<file path="src/rtl/rom_boot_pkg.sv">
// ============================================================================
// Module      : rom_boot_pkg
// Description : Shared state encoding and default widths for the ROM boot
//               sequencer.
// Revision    : 1.0 - initial release
// ============================================================================
`default_nettype none

package rom_boot_pkg;

    typedef enum logic [1:0] {
        LOAD  = 2'd0,
        WRITE = 2'd1,
        DONE  = 2'd2
    } boot_state_e;

    localparam int unsigned DEF_ADDR_WIDTH = 10;
    localparam int unsigned DEF_DATA_WIDTH = 16;
    localparam int unsigned DEF_BOOT_WORDS = 1024;

endpackage

`default_nettype wire

</file>
<file path="src/rtl/rom_boot_sequencer.sv">
// ============================================================================
// Module      : rom_boot_sequencer
// Description : Copies BOOT_WORDS words from a combinational ROM into
//               instruction memory, then releases the core. Optional checksum
//               check compiled in by ROM_BOOT_SEQUENCER_CHECKSUM_EN.
// Revision    : 1.0 - initial release
// ============================================================================
`default_nettype none

module rom_boot_sequencer
    import rom_boot_pkg::*;
#(
    parameter int ADDR_WIDTH = DEF_ADDR_WIDTH,
    parameter int DATA_WIDTH = DEF_DATA_WIDTH,
    parameter int BOOT_WORDS = DEF_BOOT_WORDS
) (
    input  logic                  clk,
    input  logic                  async_rst,
    input  logic                  Reboot,
    output logic [ADDR_WIDTH-1:0] RomAddress,
    input  logic [DATA_WIDTH-1:0] RomValue,
    output logic                  IMemWriteValid,
    input  logic                  IMemWriteReady,
    output logic [ADDR_WIDTH-1:0] IMemWriteAddress,
    output logic [DATA_WIDTH-1:0] IMemWriteData,
    output logic                  CoreResetHold,
    output logic                  BootDone,
    input  logic [DATA_WIDTH-1:0] ExpectedChecksum,
    output logic                  BootError
);

    localparam logic [ADDR_WIDTH-1:0] C_LAST_WORD = ADDR_WIDTH'(BOOT_WORDS - 1);

    boot_state_e           state_q;
    logic [ADDR_WIDTH-1:0] count_q;
    logic [DATA_WIDTH-1:0] data_q;
    logic                  valid_q;
    logic                  done_q;
    logic                  hold_q;

    logic xfer;
    logic last_xfer;
    logic reboot_ok;
    logic err_d;

    assign xfer      = valid_q & IMemWriteReady;
    assign last_xfer = xfer & (count_q == C_LAST_WORD);
    assign reboot_ok = (state_q == DONE) & Reboot;

`ifdef ROM_BOOT_SEQUENCER_CHECKSUM_EN
    logic [DATA_WIDTH-1:0] sum_q;
    logic [DATA_WIDTH-1:0] sum_d;
    logic                  err_q;

    // The last word joins the sum on the same edge the verdict is taken.
    assign sum_d = sum_q + data_q;
    assign err_d = (sum_d != ExpectedChecksum);

    always_ff @(posedge clk or posedge async_rst) begin
        if (async_rst) begin
            sum_q <= '0;
            err_q <= 1'b0;
        end else if (reboot_ok) begin
            sum_q <= '0;
            err_q <= 1'b0;
        end else if (xfer) begin
            sum_q <= sum_d;
            if (last_xfer) begin
                err_q <= err_d;
            end
        end
    end

    assign BootError = err_q;
`else
    logic unused_expected;

    assign unused_expected = ^ExpectedChecksum;
    assign err_d           = 1'b0;
    assign BootError       = 1'b0;
`endif

    always_ff @(posedge clk or posedge async_rst) begin
        if (async_rst) begin
            state_q <= LOAD;
            count_q <= '0;
            data_q  <= '0;
            valid_q <= 1'b0;
            done_q  <= 1'b0;
            hold_q  <= 1'b1;
        end else begin
            case (state_q)
                LOAD: begin
                    data_q  <= RomValue;
                    valid_q <= 1'b1;
                    state_q <= WRITE;
                end
                WRITE: begin
                    if (xfer) begin
                        valid_q <= 1'b0;
                        if (last_xfer) begin
                            state_q <= DONE;
                            done_q  <= 1'b1;
                            hold_q  <= err_d;
                        end else begin
                            count_q <= count_q + 1'b1;
                            state_q <= LOAD;
                        end
                    end
                end
                DONE: begin
                    if (Reboot) begin
                        count_q <= '0;
                        done_q  <= 1'b0;
                        hold_q  <= 1'b1;
                        state_q <= LOAD;
                    end
                end
                default: begin
                    state_q <= LOAD;
                    valid_q <= 1'b0;
                    done_q  <= 1'b0;
                    hold_q  <= 1'b1;
                end
            endcase
        end
    end

    assign RomAddress       = count_q;
    assign IMemWriteValid   = valid_q;
    assign IMemWriteAddress = count_q;
    assign IMemWriteData    = data_q;
    assign BootDone         = done_q;
    assign CoreResetHold    = hold_q;

endmodule

`default_nettype wire

</file>
<file path="config.mk">
export PLATFORM = sky130hd
export DESIGN_NAME = rom_boot_sequencer
export DESIGN_NICKNAME = d
export VERILOG_FILES = /design/src/rtl/rom_boot_pkg.sv /design/src/rtl/rom_boot_sequencer.sv
export SDC_FILE = /design/constraint.sdc
export NUM_CORES = 1
export LEC_CHECK = 0
export CORE_ASPECT_RATIO = 0.9
export CORE_MARGIN = 4
export CORE_UTILIZATION = 42
export DETAILED_ROUTE_END_ITERATION = 12
export PLACE_DENSITY = 0.83
export SLEW_MARGIN = 20
export SYNTH_ARGS = -nofsm -noshare
export SYNTH_HDL_FRONTEND = slang
export SYNTH_SLANG_ARGS = --single-unit
</file>
<file path="constraint.sdc">
create_clock -name clk -period 4.75 [get_ports clk]
set_input_delay 0.95 -clock clk [delete_from_list [all_inputs] [get_ports clk]]
set_output_delay 0.95 -clock clk [all_outputs]
set_load 0.01 [all_outputs]
</file>
==> metrics.cfg <==
[clock_network]
cts_buffers=5
cts_hold_buf=0
clock_sinks=31
clk_pin_slew_ns=0.06
cts.path.max_buffers=2
cts_setup_buffers=0
cts-resized-gates=0
htree_levels=2
cts_root_buf=clkbuf_8
clock_latency_ns=0.28
cts_tree=done

[route]
drt_wl_total_um=3380
wl_per_cell_um=15.0
drc_errors=0
via_per_inst=5.42
drtAntennaViolNets=0
dr.first_iter.drc_count=90
drt_first_pass_iters=4
route.vias.total=1224

[timing]
setup-violations-final=0
tns_ns=0
fin_crit_sh_pct=50.7
finalWorstSetupSlack_ns=2.34
skew_ns=0.00579
min_period_ns=2.41
max_slew_margin_pct=49.6
clock.fmax_mhz=416
finalHoldViolations=0
rsz0062_at_grt=false
worst_slew_pin_slew_ns=0.756
drv_slew=0

[critical_path]
crit_required_ns=4.90
r2r-start=IMemWriteAddress[0]$_DFFE_PP0P_
crit_path_end_kind=flop
crit_arrival_ns=2.56
crit_path_start_kind=primary input
startpoint=IMemWriteReady
r2r_setup_slack_ns=2.83
critPathMaxFanout=5
crit_type=primary input to flop

[synthesis]
synthTopCellsByArea=dfrtp_1, mux2_2, buf_4, nand3_1, dfstp_2
syn_area_per_cell_um2=11.7
ys_warn_count=0
synth_cells=130
synth.distinct_cells=43
synth_ff_type=dfrtp_1
synth_top_area_share_pct=49.2
netlist_area_um2=1530
yosys-top-cells-count=dfrtp_1, mux2_2, buf_4
async_reset_ff_share_pct=100
synth_edf_count=0
ys_seq_area_share_pct=50.9
ys_ff_latch=31
yosysMostFrequentCell=dfrtp_1
syn-num-nets=167
synth.largest_area_cell=dfrtp_1

[grt]
met3_usage_pct=4.89
grtUsageTotal_pct=15.9
grt_max_degree=32
grt_pass1_wl_um=5770
grt_overflow=0
grt_pass1_vias=1232
antenna_found_initial=0
busiest_layer=met2
grtUsageMet1_pct=19.4
grt_use_met2_pct=25.6

[placed_design]
portBuffers=58
dpl_cell_area_um2=2060
dp.cells=218
gp_congestion=0.907
dp_slack_ns=2.05
hpwl_um=2590

[cells_and_area]
fin_nets=218
area_growth_pct=40.3
n_fill_cell=269
diodes=0
regArea_um2=777
layout-drive-gt1-share_pct=16.5
finalInstanceArea_um2=2140
final_cells=226
multi_input_area_um2=633

[floorplanning]
io_pins=76
row_count=20
die-area_um2=4660
initial_core_util_pct=44.5
die_w_um=71.5
die_h_um=65.2
fp.coreArea_um2=3430

[power]
power.leakage_uw=0.000968
peakVddDrop_mv=0.157
powerDensity_nw_per_um2=226

[run]
maxCapViolCount=0

[worst_hold_path]
hold_path_class=flop to flop
min_from=IMemWriteData[13]$_DFFE_PP0P_

[run_status]
run_status=completed

## worst paths after layout
kind | end | cells after the start
max in group asynchronous | IMemWriteAddress[9]$_DFFE_PP0P_ | 2
max reg2reg | IMemWriteAddress[7]$_DFFE_PP0P_ | 5
min | IMemWriteData[13]$_DFFE_PP0P_ | 1
min in group asynchronous | IMemWriteAddress[3]$_DFFE_PP0P_ | 2
min reg2reg | IMemWriteData[13]$_DFFE_PP0P_ | 1
max | IMemWriteAddress[9]$_DFFE_PP0P_ | 5
## per-stage QoR
| stage | hold WS, ns | util [%] | total power [uW] |
|---|---|---|---|
| after detailed placement | 0.497 | 60.1 | 292 |
| after global placement | 0.490 | 60.0 | 292 |
| after global routing | 0.528 | 62.5 | 500 |
| after CTS | 0.510 | 62.5 | 488 |
| final | 0.505 | 62.5 | 483 |
| after floorplan | 0.528 | - | 275 |
## sequential cells by signal, summed over array words and instances, names as in the netlist
name and flops:
BootDone 1, IMemWriteAddress 10, IMemWriteValid 1, state_q 2
CoreResetHold 1, IMemWriteData 16
## final cells by class
type,instances,area share [%]
clock inverters,1,0.234
inverters,4,0.701
flip-flops and latches,31,36.3
multi-input cells,81,29.6
repair buffers,58,27.1
well taps,44,2.57
clock buffers,7,3.56
## worst max-delay path, cell delays in order
cell             delay [ns]
clkdlybuf4s50_1        0.55
nand4b_1               0.21
or4_1                  0.59
a21oi_1                0.18
o21ai_1                0.07
## cell families (layout without fill, tap and decap cells)
group | Yosys count | after routing | share of synthesized area [%]
flops | 31 | 31 | 50.9
fa+ha+maj | 1 | 1 | 0.820
other cells | 1 | 1 | 0.246
compound gates | 29 | 29 | 14.9
simple gates | 34 | 34 | 13.5
mux | 16 | 16 | 11.8
buf+inv | 18 | 70 | 7.79
## metal layers
| layer | up-vias | routed length (um) |
|---|---|---|
| met2 | 44 | 1620 |
| met4 | 0 | 78 |
| met3 | 8 | 244 |
| met5 | - | 0 |
| li1 | 574 | - |
| met1 | 598 | 1430 |
## cell usage in the layout (no fill, tap or decap), types with 3 or more instances in the layout
cell and count:
clkdlybuf4s50_1 58, clkbuf_8 5, nand2_1 7, o21ai_1 4
mux2_2 16, nor2_1 3, a21oi_1 4, nand3_1 7
inv_1 3, dfrtp_1 30, a211o_1 3, a31oi_1 3
## power by group
| group | switching (uW) | total [uW] | leakage (uW) | internal [uW] |
|---|---|---|---|---|
| Combinational | 8.90 | 23.0 | 0.000502 | 14.1 |
| Sequential | 0 | 264 | 0.000424 | 264 |
| Clock | 93.6 | 196 | 0.0000422 | 103 |
No activity file was read; power rests on OpenSTA's default activity.
